## src/rtl/pla_sweep_pkg.sv

```systemverilog
// pla_sweep_pkg
//   Shared types and constants for the PLA vector sweeper.
//   - sweep_state_e : sweeper FSM state encoding
//   - SIG_POLY_DEF  : default MISR feedback polynomial
//   - SIG_SEED_DEF  : default MISR initial value
//   - cnt_w_ok()    : true when a count width can hold 2^nin without wrapping
package pla_sweep_pkg;

   typedef enum logic [1:0] {
      IDLE  = 2'd0,
      SWEEP = 2'd1,
      DRAIN = 2'd2,
      DONE  = 2'd3
   } sweep_state_e;

   localparam logic [15:0] SIG_POLY_DEF = 16'h1021;
   localparam logic [15:0] SIG_SEED_DEF = 16'hFFFF;

   function automatic bit cnt_w_ok(input int nin, input int cnt_w);
      return (cnt_w >= nin + 1);
   endfunction

endpackage

```

## src/rtl/pla_sweep_misr.sv

```systemverilog
// pla_sweep_misr
//   Single-input MISR compacting the sampled function-output stream.
//   Ports:
//     clk   : clock
//     rst   : synchronous active-high reset, loads SIG_SEED
//     clear : reload SIG_SEED (start of a new sweep)
//     en    : shift in d_in this edge
//     d_in  : serial data bit
//     sig   : current signature
module pla_sweep_misr #(
   parameter int              SIG_W    = 16,
   parameter logic [SIG_W-1:0] SIG_POLY = 16'h1021,
   parameter logic [SIG_W-1:0] SIG_SEED = 16'hFFFF
) (
   input  logic             clk,
   input  logic             rst,
   input  logic             clear,
   input  logic             en,
   input  logic             d_in,
   output logic [SIG_W-1:0] sig
);

   logic [SIG_W-1:0] sig_q, sig_d;

   always_comb begin
      sig_d = sig_q;
      if (clear) begin
         sig_d = SIG_SEED;
      end else if (en) begin
         sig_d = {sig_q[SIG_W-2:0], 1'b0}
               ^ (sig_q[SIG_W-1] ? SIG_POLY : '0)
               ^ {{(SIG_W-1){1'b0}}, d_in};
      end
   end

   always_ff @(posedge clk) begin
      if (rst) sig_q <= SIG_SEED;
      else     sig_q <= sig_d;
   end

   assign sig = sig_q;

endmodule

```

## src/rtl/pla_vector_sweeper.sv

```systemverilog
// pla_vector_sweeper
//   Enumerates input vectors (optionally restricted to the cube given by
//   care_mask/care_value), drives them to a combinational function under test,
//   samples its output one cycle later and accumulates onset count, applied
//   count and a MISR signature.
//   Build option: define PLA_SWEEP_SIG_EN to build the MISR; otherwise
//   signature is tied to 0.
//   Ports:
//     clk, rst                : clock, synchronous active-high reset
//     start                   : begin a sweep (accepted in IDLE or DONE)
//     care_mask, care_value   : restriction cube, latched at start
//     x_out, x_valid          : vector to the function, valid for sampling
//     y_in                    : function output
//     busy, done              : sweep running / results valid
//     onset_count, applied_count, signature : results
//
//   state | meaning
//   IDLE  | after reset, waiting for start
//   SWEEP | issuing one candidate vector per cycle
//   DRAIN | sampling the last issued vector
//   DONE  | results frozen, waiting for start
module pla_vector_sweeper
   import pla_sweep_pkg::*;
#(
   parameter int               NIN      = 15,
   parameter int               CNT_W    = 16,
   parameter int               SIG_W    = 16,
   parameter logic [SIG_W-1:0] SIG_POLY = SIG_POLY_DEF,
   parameter logic [SIG_W-1:0] SIG_SEED = SIG_SEED_DEF
) (
   input  logic             clk,
   input  logic             rst,
   input  logic             start,
   input  logic [NIN-1:0]   care_mask,
   input  logic [NIN-1:0]   care_value,
   output logic [NIN-1:0]   x_out,
   output logic             x_valid,
   input  logic             y_in,
   output logic             busy,
   output logic             done,
   output logic [CNT_W-1:0] onset_count,
   output logic [CNT_W-1:0] applied_count,
   output logic [SIG_W-1:0] signature
);

   if (!cnt_w_ok(NIN, CNT_W)) begin : g_bad_cnt_w
      $error("pla_vector_sweeper: CNT_W must be at least NIN+1");
   end

   sweep_state_e     state_q, state_d;
   logic [NIN-1:0]   cnt_q, cnt_d;
   logic [NIN-1:0]   mask_q, mask_d;
   logic [NIN-1:0]   value_q, value_d;
   logic [NIN-1:0]   x_q, x_d;
   logic             x_valid_q, x_valid_d;
   logic             busy_q, busy_d;
   logic             done_q, done_d;
   logic [CNT_W-1:0] onset_q, onset_d;
   logic [CNT_W-1:0] applied_q, applied_d;

   logic accept;
   logic sample;
   logic match;

   assign accept = start && ((state_q == IDLE) || (state_q == DONE));
   // A vector issued last edge is sampled on this edge, in SWEEP or DRAIN.
   assign sample = x_valid_q && ((state_q == SWEEP) || (state_q == DRAIN));
   assign match  = (((cnt_q ^ value_q) & mask_q) == '0);

   always_comb begin
      state_d   = state_q;
      cnt_d     = cnt_q;
      mask_d    = mask_q;
      value_d   = value_q;
      x_d       = x_q;
      x_valid_d = x_valid_q;
      busy_d    = busy_q;
      done_d    = done_q;
      onset_d   = onset_q;
      applied_d = applied_q;

      if (sample) begin
         applied_d = applied_q + 1'b1;
         onset_d   = onset_q + {{(CNT_W-1){1'b0}}, y_in};
      end

      case (state_q)
         IDLE, DONE: begin
            if (start) begin
               mask_d    = care_mask;
               value_d   = care_value;
               cnt_d     = '0;
               onset_d   = '0;
               applied_d = '0;
               done_d    = 1'b0;
               busy_d    = 1'b1;
               state_d   = SWEEP;
            end
         end
         SWEEP: begin
            if (match) begin
               x_d       = cnt_q;
               x_valid_d = 1'b1;
            end else begin
               x_valid_d = 1'b0;
            end
            cnt_d = cnt_q + 1'b1;
            if (cnt_q == '1) state_d = DRAIN;
         end
         DRAIN: begin
            x_valid_d = 1'b0;
            busy_d    = 1'b0;
            done_d    = 1'b1;
            state_d   = DONE;
         end
         default: state_d = IDLE;
      endcase
   end

   always_ff @(posedge clk) begin
      if (rst) begin
         state_q   <= IDLE;
         cnt_q     <= '0;
         mask_q    <= '0;
         value_q   <= '0;
         x_q       <= '0;
         x_valid_q <= 1'b0;
         busy_q    <= 1'b0;
         done_q    <= 1'b0;
         onset_q   <= '0;
         applied_q <= '0;
      end else begin
         state_q   <= state_d;
         cnt_q     <= cnt_d;
         mask_q    <= mask_d;
         value_q   <= value_d;
         x_q       <= x_d;
         x_valid_q <= x_valid_d;
         busy_q    <= busy_d;
         done_q    <= done_d;
         onset_q   <= onset_d;
         applied_q <= applied_d;
      end
   end

`ifdef PLA_SWEEP_SIG_EN
   pla_sweep_misr #(
      .SIG_W   (SIG_W),
      .SIG_POLY(SIG_POLY),
      .SIG_SEED(SIG_SEED)
   ) u_misr (
      .clk  (clk),
      .rst  (rst),
      .clear(accept),
      .en   (sample),
      .d_in (y_in),
      .sig  (signature)
   );
`else
   // Signature compaction not built; keep the parameters referenced.
   logic unused_sig_cfg;
   assign unused_sig_cfg = ^{SIG_POLY, SIG_SEED, accept};
   assign signature      = '0;
`endif

   assign x_out         = x_q;
   assign x_valid       = x_valid_q;
   assign busy          = busy_q;
   assign done          = done_q;
   assign onset_count   = onset_q;
   assign applied_count = applied_q;

endmodule

```

## config.mk

```make
export PLATFORM = sky130hd
export DESIGN_NAME = pla_vector_sweeper
export DESIGN_NICKNAME = d
export VERILOG_FILES = /design/src/rtl/pla_sweep_pkg.sv /design/src/rtl/pla_sweep_misr.sv /design/src/rtl/pla_vector_sweeper.sv
export SDC_FILE = /design/constraint.sdc
export NUM_CORES = 1
export LEC_CHECK = 0
export BUFFER_PORTS_ARGS = -buffer_cell sky130_fd_sc_hd__buf_4
export CAP_MARGIN = 15
export CORE_MARGIN = 3
export CORE_UTILIZATION = 33
export DETAILED_ROUTE_END_ITERATION = 8
export PLACE_DENSITY = 0.62
export SLEW_MARGIN = 20
export SYNTH_ARGS = -nofsm -noshare
export SYNTH_HDL_FRONTEND = slang
export SYNTH_HIERARCHICAL = 1
export SYNTH_SLANG_ARGS = --single-unit
```

## constraint.sdc

```tcl
create_clock -name clk -period 4.91 [get_ports clk]
set_input_delay 0.491 -clock clk [delete_from_list [all_inputs] [get_ports clk]]
set_output_delay 0.491 -clock clk [all_outputs]
set_load 0.01 [all_outputs]
```

[Yosys cells after proc, flatten, opt, wreduce, memory -nomap -nowiden]
Cells that the tools add are included.
Word-level totals
  bits of input ports: 34
  logic and storage cells: 51
  register bits: 97
Operators by class
  reduce and logical (&&, ||, !) cells: 13
  multiplexer cells: 17
  bitwise gates (word level): 2
  add/subtract/negate cells: 3
  equality and inequality tests: 6
Operators by type and width (count)
  16-bit two-way mux: 6
  15-bit case mux with 2 select lines: 1
  16-bit by 1-bit adder with 16-bit output: 1
  16-bit by 1-bit adder with 16-bit output, second input constant: 1
  15-bit by 1-bit adder with 15-bit output, second input constant: 1
  15-bit bitwise AND: 1
  15-bit == test, second input constant: 1
  15-bit logical NOT: 1
  15-bit two-way mux: 1
  15-bit XOR: 1
  2-bit AND reduction: 5
  1-bit case mux with 2 select lines: 3
  2-bit case mux with 3 select lines: 1
  2-bit nonzero test: 3
  2-bit == test, second input constant: 2
  2-bit two-way mux: 2
  1-bit two-way mux: 3
  2-bit by 1-bit == test with 1-bit output, second input constant: 1
  2-bit logical NOT: 1
  2-bit by 1-bit inequality test with 1-bit output, second input constant: 1
  2-bit inequality test, second input constant: 1
  2-bit OR reduction: 1
  1-bit logical AND: 1
  1-bit logical OR: 1

[Longest topological paths before layout]
Gate-level depths: netlist of the first run.
  depth after elaboration: 6
  depth in mapped cells: 8
  mapped depth without buffers: 7

[Least setup slack after synthesis of the first run]
OpenSTA, ideal clock, no wires.
  kind: reg-to-reg
  from: register state_q[0]
  to: register applied_q[12] (netlist: applied_count[12])
  stages on the path, launching flop included: 9
  path slack: 3.075 ns
  library setup time: 0.128 ns
  data arrival time: 1.708 ns
  clock period less this slack: 1.835 ns
  buffers on the path: 1
  cell sequence: dfxtp_1 > inv_1 > ha_1 > clkbuf_1 > nand4b_1 > nor4_1 > nand2_1 > xor2_1 > nor2_1
Between the ends
  longest elaborated chain between the ends: 6
  elaborated cells between the ends (all ways): 10
Ends and longest elaborated chain
  start, declared: line pla_vector_sweeper.sv:50  | sweep_state_e state_q, state_d;
  start signal, assigned: line pla_vector_sweeper.sv:133  | state_q <= state_d;
  2-bit by 1-bit == test with 1-bit output or 2-bit == test (tied branches): line pla_vector_sweeper.sv:67  | assign sample = x_valid_q && ((state_q == SWEEP) || (state_q == DRAIN));
  1-bit logical OR: line pla_vector_sweeper.sv:67
  1-bit logical AND: line pla_vector_sweeper.sv:67
  16-bit two-way mux: line pla_vector_sweeper.sv:82  | if (sample) begin
  16-bit two-way mux: line pla_vector_sweeper.sv:89  | if (start) begin
  16-bit two-way mux *: line pla_vector_sweeper.sv:87  | case (state_q)
  end signal, assigned: line pla_vector_sweeper.sv:142  | applied_q <= applied_d;
  end, declared: line pla_vector_sweeper.sv:59  | logic [CNT_W-1:0] applied_q, applied_d;
Every way passes the cells marked *; elsewhere a longest branch is shown, timed or not.
A chain may end at the register's enable or synchronous reset.

[Worst setup path after layout of the first run]
  from: register state_q[0]
  to: register cnt_q[7]
Between the ends
  longest elaborated chain between the ends: 4
  elaborated cells between the ends (all ways): 8
Ends and longest elaborated chain
  2-bit == test or 2-bit logical NOT (tied branches): line pla_vector_sweeper.sv:87
  2-bit OR reduction: line pla_vector_sweeper.sv:87
  2-bit inequality test (no line) or 2-bit nonzero test (tied branches)
  2-bit AND reduction (no line)
  end signal, assigned: line pla_vector_sweeper.sv:134  | cnt_q <= cnt_d;
  end, declared: line pla_vector_sweeper.sv:51  | logic [NIN-1:0] cnt_q, cnt_d;
Parallel ways exist; a longest one is shown, timed or not.

==> impl_metrics.env, run 1 <==
export IMPL_intPower_mw=1.43
export IMPL_htreeDepth=3
export IMPL_synth_warning_count=6
export IMPL_rrSetupSlack_ns=2.10
export IMPL_ios=100
export IMPL_cts_buffers=9
export IMPL_die_height_um=122
export IMPL_placed_cells=743
export IMPL_crit_required_ns=5.11
export IMPL_ys_flop_type="dfxtp_1"
export IMPL_synth_top_area_cell="dfxtp_1"
export IMPL_cts_tree="built"
export IMPL_tightest_slew_ns=1.01
export IMPL_cts_max_path_buffers=2
export IMPL_die_w_um=122
export IMPL_grt_use_total=0.138
export IMPL_synth_seq_cells=97
export IMPL_hp_class="in -> reg"
export IMPL_post_route_period_util=0.572
export IMPL_wl_met2_um=4390
export IMPL_cts_resized=0
export IMPL_vias_per_cell=4.67
export IMPL_initial_core_util=0.345
export IMPL_antenna_found_initial=0
export IMPL_grt_pass1_wl_um=16500
export IMPL_clkPwrFrac=0.317
export IMPL_wl_met3_um=505
export IMPL_switching_share=0.320
export IMPL_via_count=3546
export IMPL_yosys_top_cells_count="97 x dfxtp_1, 79 x nand2_1, 48 x nor2_1, 39 x a21oi_1, 34 x xor2_1"
export IMPL_wl_um=9930
export IMPL_setup_violations=0
export IMPL_fin_skew_ns=0.00751
export IMPL_row_count=41
export IMPL_powerDensity_nw_per_um2=389
export IMPL_nets=623
export IMPL_synth_cell_types=46
export IMPL_clk_pin_slew_ns=0.06
export IMPL_clock_latency_ns=0.34
export IMPL_gp_congestion=0.822
export IMPL_synth_top_area_share=0.437
export IMPL_cts_root_buf="clkbuf_16"
export IMPL_cts_hold_buf=0
export IMPL_rsz0062_at_grt="false"
export IMPL_syn_area_per_cell_um2=8.69
export IMPL_start_kind="register"
export IMPL_first_pass_iters=4
export IMPL_avgRoutedWirePerCell_um=13.1
export IMPL_syn_inst=511
export IMPL_timing_setup_tns_ns=0
export IMPL_p_leak_nw=2.12
export IMPL_instances_no_fill=759
export IMPL_r2r_end="cnt_q[7]"
export IMPL_p_comb_frac=0.247
export IMPL_top_layer="met4"
export IMPL_status="finished clean"
export IMPL_cts_setup_buffers=0
export IMPL_switching_power_mw=0.673
export IMPL_crit_start="state_q[0]"
export IMPL_dieArea_um2=14900
export IMPL_hold_violations=0
export IMPL_syn_to_final_growth_pct=21.6
export IMPL_postRouteAntennaNets=0
export IMPL_met1_length_um=4890
export IMPL_slew_limit_headroom=0.322
export IMPL_netlist_area_um2=4440
export IMPL_synth_most_common_cell="dfxtp_1"
export IMPL_port_buffers=83
export IMPL_synth_edf_count=0
export IMPL_overflow=0
export IMPL_fin_crit_ns=2.81
export IMPL_ir_drop_mv=0.176
export IMPL_endpoint="cnt_q[7]"
export IMPL_reg2reg_from="state_q[0]"
export IMPL_hpwlAfterDp_um=7200
export IMPL_worst_setup_path_end_kind="register"
export IMPL_slew_viol_final=0
export IMPL_drc_errors=0
export IMPL_crit_arrival_ns=3.01
export IMPL_crit_path_max_fanout=33
export IMPL_drive_gt1_frac=0.210
export IMPL_crit_type="reg -> reg"
export IMPL_synthArstFlopShare=0
export IMPL_antenna_cells=0
export IMPL_cts_sinks=97
export IMPL_cap_violations=0
export IMPL_grt_pass1_vias=3461
export IMPL_worstRegToRegCells=5
export IMPL_dr_first_iter_drc_count=239
export IMPL_seq_area_frac_synth=0.437
export IMPL_synth_area_leaders="dfxtp_1 44%, xor2_1 6.7%, nand2_1 6.7%, a21oi_1 4.4%, mux2i_1 4.3%"
export IMPL_core_um2=12900
export IMPL_fmax_mhz=356
export IMPL_seqPwrFrac=0.436
export IMPL_grt_max_degree=72
## per-layer routing
layer / vias to the layer above / GRT usage
li1: 1819 / -
met1: 1634 / 0.188
met2: 80 / 0.214
met3: 13 / 0.0330
met4: 0 / 0.0490
met5: - / 0
## layout by cell type, fill, tap and decap left out, drive strengths merged, types with 2 or more instances in the layout
master,n
dfxtp,97
buf,84
nand2,79
nor2,48
a21oi,39
xor2,34
mux2i,19
xnor2,18
or2b,18
conb,16
nand3,14
nand2b,13
clkbuf,12
nor3,11
inv,10
nand4,8
o21ai,8
ha,7
or3,7
a22oi,6
nor2b,5
and3,4
nor4,4
and4,3
nand4b,2
and2,2
o21bai,2
o2111ai,2
o211ai,2
or2,2
clkinv,2
## sequential cells by signal, indices dropped and copies added (netlist names)
signal / count
applied_count: 16
onset_count: 16
cnt_q: 15
mask_q: 15
value_q: 15
x_out: 15
state_q: 2
busy: 1
done: 1
x_valid: 1
## layout make-up
| class | instances | area (um^2) |
|---|---|---|
| multi-input combinational | 381 | 2300 |
| timing repair buffer | 84 | 631 |
| inverter | 9 | 33.8 |
| fill | 1309 | 7470 |
| sequential | 97 | 1940 |
| clock buffer | 12 | 256 |
| clock inverter | 4 | 26.3 |
| tap | 172 | 215 |
## critical path: stages (launching register included)
cell,delay (ns)
dfxtp_1,0.37
inv_1,0.06
ha_1,0.49
nand2_1,0.67
o21bai_1,0.95
nor2_1,0.11
## cells by family (layout without fill, tap and decap cells)
family	Yosys count	after routing	share of synthesized area
buffers and inverters	48	109	0.0591
and+or+nand+nor	221	221	0.249
other	1	16	0.000844
adders and majority gates	7	7	0.0197
DFF	97	97	0.437
xor gates and xnor gates	52	52	0.103
muxes	20	20	0.0453
AOI/OAI and AO/OA	65	65	0.0865
## power groups by stage
stage                     Clock [mW]  Combinational, mW  Sequential (mW)
after floorplan                    0              0.428            0.923
after global placement             0              0.514            0.930
after detailed placement           0              0.522            0.934
after CTS                      0.689              0.525            0.916
after global routing           0.717              0.588            0.926
final                          0.666              0.519            0.916
## how the worst min path moves through the flow
stage,from,end,cells past startpoint
finish,care_value[9],value_q[9],3
global route,care_mask[3],mask_q[3],3
CTS,care_mask[1],mask_q[1],3
detailed placement,mask_q[8],mask_q[8],2
global placement,mask_q[8],mask_q[8],2
floorplan,mask_q[6],mask_q[6],2
## metrics by stage
step | area (um^2) | setup slack (ns) | util | power [mW] | hold WS, ns
after global routing | 5400 | 1.65 | 0.419 | 2.23 | 0.399
final | 5400 | 2.10 | 0.419 | 2.10 | 0.399
after floorplan | 4500 | 3.07 | - | 1.35 | 0.436
after CTS | 5400 | 1.81 | 0.419 | 2.13 | 0.386
after global placement | 5120 | 1.93 | 0.397 | 1.44 | 0.447
after detailed placement | 5120 | 1.80 | 0.397 | 1.46 | 0.452
Power figures use the tool's default switching activity.
==> run 2, diff against run 1 <==
--- a/config.mk
+++ b/config.mk
@@ -10,7 +10,7 @@
 export CORE_MARGIN = 3
 export CORE_UTILIZATION = 33
 export DETAILED_ROUTE_END_ITERATION = 8
-export PLACE_DENSITY = 0.62
+export PLACE_DENSITY = 0.64
 export SLEW_MARGIN = 20
 export SYNTH_ARGS = -nofsm -noshare
 export SYNTH_HDL_FRONTEND = slang
==> constraint.sdc (replaced) <==
create_clock -name clk -period 2.5 [get_ports clk]
set_input_delay 0.25 -clock clk [delete_from_list [all_inputs] [get_ports clk]]
set_output_delay 0.25 -clock clk [all_outputs]
set_load 0.01 [all_outputs]
==> run 2 against run 1 <==
  * Cell count rose by 0.79%
  * Critical path depth grew 2
  * Non-clock buffer count grew 6
  * Routed wire length increased by 1.8%
  * Die area stayed put
  * First-iteration DRC count up 8.8%
  * Utilization grew 0.45 points
  * Clock power increased by 110%
  * Sequential cell count stayed put
  * Highest routed layer unchanged
==> impl_metrics.env, run 2 (same netlist as run 1, synthesis figures left out) <==
export IMPL_status="finished clean"
export IMPL_overflow=0
export IMPL_ff_latch_area_um2=1940
export IMPL_n_fill_cell=1280
export IMPL_cts_buffers=9
export IMPL_dr_first_iter_drc_count=260
export IMPL_tightest_slew_ns=0.631
export IMPL_crit_path_top_delay_cell="ha_1"
export IMPL_vias_per_cell=4.72
export IMPL_avgRoutedWirePerCell_um=13.2
export IMPL_cts_resized=0
export IMPL_max_stage_delay_ns=0.46
export IMPL_p_leak_nw=2.15
export IMPL_path_buf_inv=1
export IMPL_grt_pass1_wl_um=16800
export IMPL_hold_violations=0
export IMPL_path_delay_family="simple AND/OR/NAND/NOR gates"
export IMPL_pre_cts_ws_ns=0.266
export IMPL_rsz0062_at_grt="false"
export IMPL_gp_congestion=0.842
export IMPL_fmax_mhz=446
export IMPL_htreeDepth=3
export IMPL_fin_crit_ns=2.24
export IMPL_ir_drop_mv=0.360
export IMPL_cts_max_path_buffers=2
export IMPL_slew_limit_headroom=0.579
export IMPL_antenna_found_initial=0
export IMPL_cts_setup_buffers=0
export IMPL_die_height_um=122
export IMPL_clock_latency_ns=0.34
export IMPL_post_route_period_util=0.896
export IMPL_crit_arrival_ns=2.46
export IMPL_cts_root_buf="clkbuf_16"
export IMPL_dieArea_um2=14900
export IMPL_setup_ws_ns=0.259
export IMPL_timing_setup_tns_ns=0
export IMPL_cts_hold_buf=0
export IMPL_nets=629
export IMPL_hp_class="in -> reg"
export IMPL_cts_tree="built"
export IMPL_drive_gt1_frac=0.214
export IMPL_wl_um=10100
export IMPL_postRouteAntennaNets=0
export IMPL_ios=100
export IMPL_drc_errors=0
export IMPL_crit_required_ns=2.72
export IMPL_crit_path_max_fanout=14
export IMPL_start_kind="register"
export IMPL_port_buffers=83
export IMPL_crit_type="reg -> reg"
export IMPL_crit_chain="inv_1, ha_1, and4b_1, nand4_1, nor4_1, xnor2_1, nor2_1"
export IMPL_final_cell_mix="97 x dfxtp_1, 90 x buf_4, 79 x nand2_1"
export IMPL_syn_to_final_growth_pct=22.9
export IMPL_powerDensity_nw_per_um2=781
export IMPL_worst_setup_path_end_kind="register"
export IMPL_fin_area_um2=5460
export IMPL_setup_violations=0
export IMPL_grt_use_total=0.139
export IMPL_core_um2=12900
export IMPL_antenna_cells=0
export IMPL_grt_max_degree=72
export IMPL_grt_pass1_vias=3469
export IMPL_cts_sinks=97
export IMPL_fin_skew_ns=0.00500
export IMPL_postPlaceCellArea_um2=5160
export IMPL_clk_pin_slew_ns=0.07
export IMPL_die_w_um=122
export IMPL_first_pass_iters=4
export IMPL_hpwlAfterDp_um=7440
export IMPL_initial_core_util=0.345
export IMPL_multiInputGateArea_um2=2290
export IMPL_layout_commonest_cell="dfxtp_1"
export IMPL_slew_viol_final=0
export IMPL_row_count=41
export IMPL_via_count=3608
export IMPL_cap_violations=0
[run 2: changes by cell type in the layout (fill, tap and decap cells not counted), sizes merged]
cell	change
buf	+6
bufinv	+1
clkinv	-1
[run 2: where the power goes]
group	total (mW)	switching, mW	internal (mW)
registers	1.80	0.109	1.69
logic	1.09	0.664	0.428
clock network	1.37	0.570	0.805
total	4.27	1.34	2.92
[run 2: path summary, 6_finish.rpt]
kind | start | end | slack, ns | depth (start not counted)
setup reg to reg | state_q[0] | onset_count[15] | 0.26 | 7
setup / recovery | state_q[0] | onset_count[15] | 0.26 | 7
hold reg to reg | mask_q[7] | mask_q[7] | 0.46 | 2
hold / removal | care_mask[1] | mask_q[1] | 0.16 | 3
[run 2: layer usage]
layer / share of wire / up-vias / GRT usage
li1: - / 1830 / -
met1: 0.49 / 1667 / 0.194
met2: 0.44 / 101 / 0.215
met3: 0.053 / 10 / 0.0279
met4: 0.013 / 0 / 0.0462
met5: 0 / - / 0
[run 2: area by class of cell]
class / instances / share of cell area
sequential: 97 / 0.356
timing repair buffer: 90 / 0.124
inverter: 9 / 0.00619
clock buffer: 12 / 0.0452
clock inverter: 4 / 0.00940
multi-input combinational: 381 / 0.420
tap: 172 / 0.0394
[run 2: per-stage QoR]
stage | util | hold slack (ns) | power (mW) | cells
after floorplan | - | 0.386 | 2.65 | 526
after global placement | 0.401 | 0.447 | 2.89 | 749
after detailed placement | 0.401 | 0.450 | 2.93 | 749
after CTS | 0.424 | 0.146 | 4.31 | 765
after global routing | 0.424 | 0.157 | 4.53 | 765
final | 0.424 | 0.158 | 4.27 | 765
[run 2: worst min-delay path: stages]
cell and delay (ns):
buf_4 0.11, nand2_1 0.04, a21oi_1 0.05
==> run 3, diff against run 2 <==
--- a/config.mk
+++ b/config.mk
@@ -11,6 +11,7 @@
 export CORE_UTILIZATION = 33
 export DETAILED_ROUTE_END_ITERATION = 8
 export PLACE_DENSITY = 0.64
+export REMOVE_ABC_BUFFERS = 1
 export SLEW_MARGIN = 20
 export SYNTH_ARGS = -nofsm -noshare
 export SYNTH_HDL_FRONTEND = slang
==> run 3 against run 2 <==
  * Final area is 0.39% higher
  * Clock power is 6% higher
  * Sequential cell count stayed put
  * Count of clock-buffer cells in the layout is 2 lower
  * Utilization is 0.17 points higher
  * Hold slack worse by 0.0047 ns
  * Sequential power hardly changed
  * Critical path type unchanged
  * Largest cell class unchanged
  * Highest routed layer unchanged
==> impl_metrics.env, run 3 (same netlist as run 1, synthesis figures left out) <==
export IMPL_max_stage_delay_ns=0.47
export IMPL_clock_latency_ns=0.34
export IMPL_post_route_period_util=0.877
export IMPL_grt_use_total=0.133
export IMPL_syn_to_final_growth_pct=23.3
export IMPL_drc_errors=0
export IMPL_vias_per_cell=4.60
export IMPL_cts_setup_buffers=0
export IMPL_drive_gt1_frac=0.216
export IMPL_tightest_slew_ns=0.608
export IMPL_cts_sinks=97
export IMPL_postRouteAntennaNets=0
export IMPL_core_um2=12900
export IMPL_hold_violations=0
export IMPL_ff_latch_area_um2=1940
export IMPL_slew_limit_headroom=0.595
export IMPL_crit_type="reg -> reg"
export IMPL_dr_first_iter_drc_count=191
export IMPL_final_cell_mix="97 x dfxtp_1, 90 x buf_4, 79 x nand2_1"
export IMPL_path_delay_family="simple AND/OR/NAND/NOR gates"
export IMPL_powerDensity_nw_per_um2=789
export IMPL_crit_arrival_ns=2.47
export IMPL_path_buf_inv=1
export IMPL_setup_violations=0
export IMPL_p_leak_nw=2.16
export IMPL_antenna_cells=0
export IMPL_multiInputGateArea_um2=2290
export IMPL_port_buffers=83
export IMPL_row_count=41
export IMPL_clk_pin_slew_ns=0.06
export IMPL_fin_crit_ns=2.19
export IMPL_htreeDepth=3
export IMPL_grt_pass1_vias=3340
export IMPL_first_pass_iters=4
export IMPL_cts_root_buf="clkbuf_16"
export IMPL_status="finished clean"
export IMPL_cts_max_path_buffers=2
export IMPL_gp_congestion=0.878
export IMPL_wl_um=9560
export IMPL_nets=629
export IMPL_crit_path_top_delay_cell="or3_2"
export IMPL_fin_util=0.426
export IMPL_slew_viol_final=0
export IMPL_initial_core_util=0.345
export IMPL_avgRoutedWirePerCell_um=12.5
export IMPL_cts_tree="built"
export IMPL_holdWs_ns=0.153
export IMPL_cap_violations=0
export IMPL_overflow=0
export IMPL_n_fill_cell=1277
export IMPL_cts_hold_buf=0
export IMPL_fmax_mhz=456
export IMPL_hpwlAfterDp_um=6980
export IMPL_hp_class="in -> reg"
export IMPL_dieArea_um2=14900
export IMPL_die_w_um=122
export IMPL_crit_path_max_fanout=14
export IMPL_worst_setup_path_end_kind="register"
export IMPL_crit_required_ns=2.77
export IMPL_grt_pass1_wl_um=15700
export IMPL_ir_drop_mv=0.361
export IMPL_start_kind="register"
export IMPL_antenna_found_initial=0
export IMPL_ios=100
export IMPL_grt_max_degree=72
export IMPL_fin_skew_ns=0.00620
export IMPL_rsz0062_at_grt="false"
export IMPL_cts_resized=0
export IMPL_layout_commonest_cell="dfxtp_1"
export IMPL_die_height_um=122
export IMPL_via_count=3520
export IMPL_crit_chain="inv_1, ha_1, nor2b_1, o2111ai_1, or3_2, a21oi_1"
export IMPL_cts_buffers=9
## run 3: cell count changes in the layout (fill, tap and decap cells not counted), sizes merged
cell / previous run / this run
clkbuf: 12 / 10
bufinv: 1 / 2
clkinv: 1 / 2
## run 3: report_power, final
| part | leakage, nW | switching (mW) | internal [mW] | total (mW) |
|---|---|---|---|---|
| sequential | 0.787 | 0.108 | 1.69 | 1.80 |
| clock | 0.153 | 0.574 | 0.880 | 1.45 |
| combinational | 1.22 | 0.646 | 0.427 | 1.07 |
| total | 2.16 | 1.33 | 3.00 | 4.32 |
## run 3: routing by layer
| layer | global-route usage | up-vias | routed length [um] |
|---|---|---|---|
| met5 | 0 | - | 0 |
| li1 | - | 1832 | - |
| met2 | 0.199 | 97 | 4090 |
| met3 | 0.0413 | 10 | 795 |
| met1 | 0.180 | 1581 | 4550 |
| met4 | 0.0483 | 0 | 121 |
## run 3: layout make-up
cell class / count / area share
clock buffers: 10 / 0.0418
clock inverters: 6 / 0.0164
inverters: 9 / 0.00616
multi-input cells: 381 / 0.419
flip-flops and latches: 97 / 0.354
well taps: 172 / 0.0393
repair buffers: 90 / 0.123
## run 3: metrics by stage
step | TNS (ns) | worst slack [ns] | instances | instance area (um^2) | total power [mW]
after floorplan | -0.0104 | -0.0104 | 487 | 4270 | 2.53
after global placement | 0 | 0.373 | 749 | 5160 | 2.88
after detailed placement | 0 | 0.304 | 749 | 5160 | 2.92
after CTS | 0 | 0.296 | 765 | 5480 | 4.39
after global routing | 0 | 0.0793 | 765 | 5480 | 4.58
final | 0 | 0.307 | 765 | 5480 | 4.32
## run 3: path summary, 6_finish.rpt
check / start / end / slack (ns) / cells past startpoint
hold / removal: care_mask[6] / mask_q[6] / 0.15 / 3
setup reg to reg: state_q[0] / cnt_q[10] / 0.31 / 6
hold reg to reg: mask_q[14] / mask_q[14] / 0.46 / 2
setup / recovery: state_q[0] / cnt_q[10] / 0.31 / 6
## run 3: worst register-to-register path: cells and delay by family, from the launching register on
kind,cells,cell delay (ns)
simple gates,2,0.82
fa+ha+maj,1,0.46
compound gates,2,0.41
flops,1,0.38
buf+inv,1,0.06
